**src/rtl/axis_packet_framer_if.sv**
```systemverilog
// rtl/axis_packet_framer_if.sv - valid-only word input and AXI4-Stream output of axis_packet_framer
interface axis_packet_framer_if #(
   parameter int DATA_W = 32
);
   logic              s_axis_valid;
   logic [DATA_W-1:0] s_axis_data;
   logic              m_axis_tvalid;
   logic              m_axis_tready;
   logic [DATA_W-1:0] m_axis_tdata;
   logic              m_axis_tlast;

   // master: the framer itself; slave: the upstream buffer plus downstream consumer
   modport master (
      input  s_axis_valid, s_axis_data, m_axis_tready,
      output m_axis_tvalid, m_axis_tdata, m_axis_tlast
   );
   modport slave (
      output s_axis_valid, s_axis_data, m_axis_tready,
      input  m_axis_tvalid, m_axis_tdata, m_axis_tlast
   );
endinterface

```
**src/rtl/axis_packet_framer.sv**
```systemverilog
// rtl/axis_packet_framer.sv - frames a stall-free word stream into AXI4-Stream packets through a FWFT FIFO
module axis_packet_framer #(
   parameter int DATA_W  = 32,
   parameter int PKT_LEN = 64,
   parameter int DEPTH   = 128,
   parameter int CNT_W   = 16
) (
   input  logic                    i_clk,
   input  logic                    i_rst,
   axis_packet_framer_if.master    axis,
   output logic [$clog2(DEPTH):0]  o_level,
   output logic                    o_overflow,
   output logic [CNT_W-1:0]        o_pkt_count
);
   localparam int AW = $clog2(DEPTH);
   localparam int IW = (PKT_LEN > 1) ? $clog2(PKT_LEN) : 1;
   localparam logic [IW-1:0] IN_LAST = IW'(PKT_LEN - 1);
   localparam logic [AW:0]   FULL    = (AW + 1)'(DEPTH);

   logic [DATA_W:0] mem [DEPTH];
   logic [AW-1:0]   wr_ptr;
   logic [AW-1:0]   rd_ptr;
   logic [IW-1:0]   in_cnt;
   logic [AW:0]     mem_cnt;
   logic            in_last;
   logic            pop;
   logic            push;
   logic            load;
   logic            mem_empty;
   logic            bypass;

   // The output register counts toward o_level, so the RAM holds o_level - tvalid words.
   always_comb begin
      in_last   = (in_cnt == IN_LAST);
      pop       = axis.m_axis_tvalid && axis.m_axis_tready;
      push      = axis.s_axis_valid && ((o_level < FULL) || pop);
      load      = !axis.m_axis_tvalid || pop;
      mem_cnt   = o_level - {{AW{1'b0}}, axis.m_axis_tvalid};
      mem_empty = (mem_cnt == '0);
      bypass    = push && load && mem_empty;
   end

   always_ff @(posedge i_clk) begin
      if (push && !bypass)
         mem[wr_ptr] <= {in_last, axis.s_axis_data};
   end

   always_ff @(posedge i_clk or negedge i_rst) begin
      if (!i_rst) begin
         axis.m_axis_tvalid <= 1'b0;
         axis.m_axis_tdata  <= '0;
         axis.m_axis_tlast  <= 1'b0;
         wr_ptr             <= '0;
         rd_ptr             <= '0;
         in_cnt             <= '0;
         o_level            <= '0;
         o_overflow         <= 1'b0;
         o_pkt_count        <= '0;
      end else begin
         // Framing follows every upstream beat, dropped or not.
         if (axis.s_axis_valid)
            in_cnt <= in_last ? '0 : in_cnt + 1'b1;

         if (push && !bypass)
            wr_ptr <= wr_ptr + 1'b1;

         if (load) begin
            if (!mem_empty) begin
               {axis.m_axis_tlast, axis.m_axis_tdata} <= mem[rd_ptr];
               rd_ptr             <= rd_ptr + 1'b1;
               axis.m_axis_tvalid <= 1'b1;
            end else if (push) begin
               axis.m_axis_tlast  <= in_last;
               axis.m_axis_tdata  <= axis.s_axis_data;
               axis.m_axis_tvalid <= 1'b1;
            end else begin
               axis.m_axis_tvalid <= 1'b0;
            end
         end

         if (push && !pop)
            o_level <= o_level + 1'b1;
         else if (pop && !push)
            o_level <= o_level - 1'b1;

         if (axis.s_axis_valid && !push)
            o_overflow <= 1'b1;

         if (pop && axis.m_axis_tlast)
            o_pkt_count <= o_pkt_count + 1'b1;
      end
   end
endmodule

```
**src/flat_wrapper.sv**
```systemverilog
// flat-port wrapper written by rule: the top's interface ports become plain ports
module axis_packet_framer_flat 
#(
   parameter int DATA_W  = 32,
   parameter int PKT_LEN = 64,
   parameter int DEPTH   = 128,
   parameter int CNT_W   = 16
)
  (i_clk, i_rst, o_level, o_overflow, o_pkt_count, axis_s_axis_valid, axis_s_axis_data, axis_m_axis_tready, axis_m_axis_tvalid, axis_m_axis_tdata, axis_m_axis_tlast);
  axis_packet_framer_if #(.DATA_W(DATA_W)) axis_i ();
  input  logic i_clk;
  input  logic i_rst;
  output logic [$clog2(DEPTH):0] o_level;
  output logic o_overflow;
  output logic [CNT_W-1:0] o_pkt_count;
  input wire logic [$bits(axis_i.s_axis_valid)-1:0] axis_s_axis_valid;
  input wire logic [$bits(axis_i.s_axis_data)-1:0] axis_s_axis_data;
  input wire logic [$bits(axis_i.m_axis_tready)-1:0] axis_m_axis_tready;
  output wire logic [$bits(axis_i.m_axis_tvalid)-1:0] axis_m_axis_tvalid;
  output wire logic [$bits(axis_i.m_axis_tdata)-1:0] axis_m_axis_tdata;
  output wire logic [$bits(axis_i.m_axis_tlast)-1:0] axis_m_axis_tlast;
  assign axis_i.s_axis_valid = axis_s_axis_valid;
  assign axis_i.s_axis_data = axis_s_axis_data;
  assign axis_i.m_axis_tready = axis_m_axis_tready;
  assign axis_m_axis_tvalid = axis_i.m_axis_tvalid;
  assign axis_m_axis_tdata = axis_i.m_axis_tdata;
  assign axis_m_axis_tlast = axis_i.m_axis_tlast;
  axis_packet_framer #(.DATA_W(DATA_W), .PKT_LEN(PKT_LEN), .DEPTH(DEPTH), .CNT_W(CNT_W)) u_core (.i_clk(i_clk), .i_rst(i_rst), .axis(axis_i), .o_level(o_level), .o_overflow(o_overflow), .o_pkt_count(o_pkt_count));
endmodule
```
**config.mk**
```make
export PLATFORM = sky130hd
export DESIGN_NAME = axis_packet_framer_flat
export DESIGN_NICKNAME = d
export VERILOG_FILES = /design/src/rtl/axis_packet_framer_if.sv /design/src/rtl/axis_packet_framer.sv /design/src/flat_wrapper.sv
export SDC_FILE = /design/constraint.sdc
export NUM_CORES = 2
export LEC_CHECK = 0
export BUFFER_PORTS_ARGS = -buffer_cell sky130_fd_sc_hd__buf_2
export CAP_MARGIN = 20
export CORE_UTILIZATION = 45
export CTS_CLUSTER_SIZE = 25
export DETAILED_ROUTE_END_ITERATION = 16
export PLACE_DENSITY = 0.65
export SLEW_MARGIN = 5
export SYNTH_ARGS = -nofsm -noshare
export SYNTH_HDL_FRONTEND = slang
export SYNTH_MEMORY_MAX_BITS = 65536
export SYNTH_SLANG_ARGS = --single-unit
```
**constraint.sdc**
```tcl
create_clock -name i_clk -period 5.42 [get_ports i_clk]
set_clock_uncertainty 0.1 [all_clocks]
set_input_delay 0 -clock i_clk [delete_from_list [all_inputs] [get_ports i_clk]]
set_output_delay 0 -clock i_clk [all_outputs]
set_load 0.03 [all_outputs]
```
==> run metrics <==
outcome completed; power density of the placed cells 502 nW/um2; DRC Markers 0; final-report setup violation count 0; grt total ovfl 0; area grow syn2layout 13.5%; final hold slack 81.8 ps; Synth Register Bits 4303; htree depth 5; Vias 79300; Max Cap Viol 0; I/O Buffers 94; combinational power share 29.7%; clock root cell clkbuf_16; die area 369000 um2; Pint 64.1 mW; Post-Syn Nets 7062; Adder-Cell Fraction of Synth Area 0.103%; Max Fclk 0.202 GHz; drt total wl 437000 um; initial antenna violation count 35; CTS tree built; post-route ant nets 0; NetSw 29.8 mW; CP arrival 5430 ps; mapped cell area 165000 um2; Setup Crit Path Kind in2reg; Die W 607 um; Final min period 4950 ps; sequential power share 40.5%; I/O Pins 95; Yosys warning total 0; Worst Path Required 5900 ps; vias in the first global route 79000; crit share post-route 91.3%; RSZ-0062 raised after global routing no; Setup Buffers After CTS 0; first-pass GRT wire length 611000 um; Finished Layout Cells 12700; Static Leak 58.0 nW; Post-synth EDFFs 4224; GPL Wtd Cong 0.974; DP HPWL 260000 um; overall routing resource usage 23.3%; # rows 221; Final Hold Fails 0; # nets final 7598; TritonRoute pass-1 iters 9; maximum vdd ir drop 0.395 mV; Synth Area in Compound Gates 2.05%; main combinational cell family by area after synthesis multiplexers; Post-Syn Area per Cell 23.5 um2; Clock transition at path regs 60 ps; XOR/XNOR share of the synthesized area 0.207%; wire per inst 34.4 um; main flop type after synthesis edfxtp_1; clk buf depth 4; Initial DRC Count 11000; share of layout cells above drive strength 1 29.8%; Crit Path Max Fanout 33; Num CTS Buffers 413; fraction of synthesized area in multiplexers 16.8%; Cells after Synth 7013; Final Max Slew Viols 0; Starting Density 45.4%; clk_lat worst skew 1000 ps; Synth cell types 64; max_slew headroom 13.6%; dpl cells 11900; largest net degree at the start of global routing 129; switching share of power 31.7%; critical path endpoint category flip-flop; Worst Max-Slew Pin Slew 1290 ps; Seq/Total Area, Yosys 78.1%; core footprint 363000 um2; async set-reset flop share out of synthesis 1.84%; Die Y 607 um; simple-gate share of the synthesized area 1.30%; vias per inst 6.25; Sink Count 4303; clock group share of total power 29.8%; hold crit path type in2reg; final setup TNS 0 ps; crit start category primary input; CTS resizes 0
power groups by stage:
stage                     registers (mW)  logic, mW  clock network, mW
after floorplan                     38.5       17.1                  0
after global placement              38.6       27.5                  0
final                               38.0       27.9               28.0
after CTS                           37.9       27.8               28.3
after global routing                38.0       28.8               29.5
after detailed placement            38.7       27.7                  0
cells in the final DEF (no fill, tap or decap), types with 31 or more instances in the layout:
cell type and n:
a21oi_1 81, a221oi_1 57, a22o_1 47, a22oi_1 116
buf_12 60, buf_2 61, buf_4 318, bufinv_16 31
clkbuf_1 95, clkbuf_16 419, clkinv_1 94, clkinv_2 72
dfrtp_1 73, dlygate4sd3_1 55, edfxtp_1 4224, mux2i_1 117
mux4_2 1171, nand2_1 224, nand3_1 35, nor2_4 134
o22ai_1 40
worst max-delay path: stages:
cell and delay (ps):
dlygate4sd3_1 530, dlygate4sd3_1 550, buf_2 180, dlygate4sd3_1 790, a21bo_2 300, a21oi_1 690, buf_4 280, nor2b_1 450
nand3_2 430, buf_4 460, nor2_4 170, buf_4 540
through the flow:
step / setup WS (ps) / utilization, % / power (mW) / area (um2)
2_1_floorplan: 1110 / - / 55.5 / 165000
3_3_place_gp: 843 / 47.7 / 66.1 / 173000
3_5_place_dp: 870 / 47.7 / 66.3 / 173000
4_1_cts: 722 / 51.4 / 94.1 / 187000
5_1_grt: 413 / 51.5 / 96.3 / 187000
6_report: 469 / 51.5 / 93.9 / 187000
final timing paths:
path                                             start                      to  slack, ps  cells past startpoint
worst min-delay path               axis_s_axis_data[1]      u_core.mem[122][1]         80                      2
max in group asynchronous                        i_rst        u_core.rd_ptr[0]       3710                      5
worst max-delay path                 axis_s_axis_valid      u_core.mem[67][14]        470                     12
min in group asynchronous                        i_rst  u_core.o_pkt_count[10]        510                      5
worst min register to register  u_core.o_pkt_count[15]  u_core.o_pkt_count[15]        380                      1
worst max register to register       u_core.o_level[0]      u_core.mem[67][14]        690                     11
final cells by class:
type                       instances  area (um2)
fill                           27800      176000
sequential                      4303      129000
multi-input combinational       2321       34700
clock buffer                     516       10900
tap                             4794        6000
timing repair buffer             500        4580
clock inverter                   236        2080
inverter                          10        47.5
antenna                            9        22.5
per-layer routing:
layer / track usage, % / routed length [um] / vias up
li1: - / - / 31200
met1: 31.8 / 166000 / 42800
met2: 36.3 / 205000 / 4450
met3: 5.73 / 46000 / 802
met4: 9.28 / 19800 / 12
met5: 0.392 / 287 / -
Yosys cell counts (all sizes together) (40+ instances only):
library cell  count  area (um2)
a21oi            81         405
edfxtp         4224      127000
mux4           1171       26400
a22oi           116         871
nand2           230         863
dfrtp            79        1980
o22ai            40         250
a221oi           58         514
clkbuf          138         519
a22o             47         412
buf             241        1820
nor2            165         619
mux2i           117        1170
flip-flops by register name, indices dropped and copies added, names as in the netlist:
| name | cells |
|---|---|
| u_core.o_overflow | 1 |
| u_core.o_level | 8 |
| u_core.axis.m_axis_tlast | 1 |
| u_core.in_cnt | 6 |
| u_core.axis.m_axis_tdata | 32 |
| u_core.wr_ptr | 7 |
| u_core.mem | 4224 |
| u_core.o_pkt_count | 16 |
| u_core.rd_ptr | 7 |
| u_core.axis.m_axis_tvalid | 1 |
logic make-up (layout without fill, tap and decap cells):
kind of cell	after synthesis	after routing
muxes	1295	1295
other	0	9
buffers and inverters	389	1262
xor gates and xnor gates	39	39
AOI/OAI and AO/OA	461	461
and+or+nand+nor	513	513
adders and majority gates	13	13
DFF	4303	4303
timing repair:
item,4_1_cts,5_1_grt
hold buffers,55,3
endpoints found under the setup margin,0,0
hold endpoints to repair,2692,55
No activity file was read; power rests on OpenSTA's default activity.
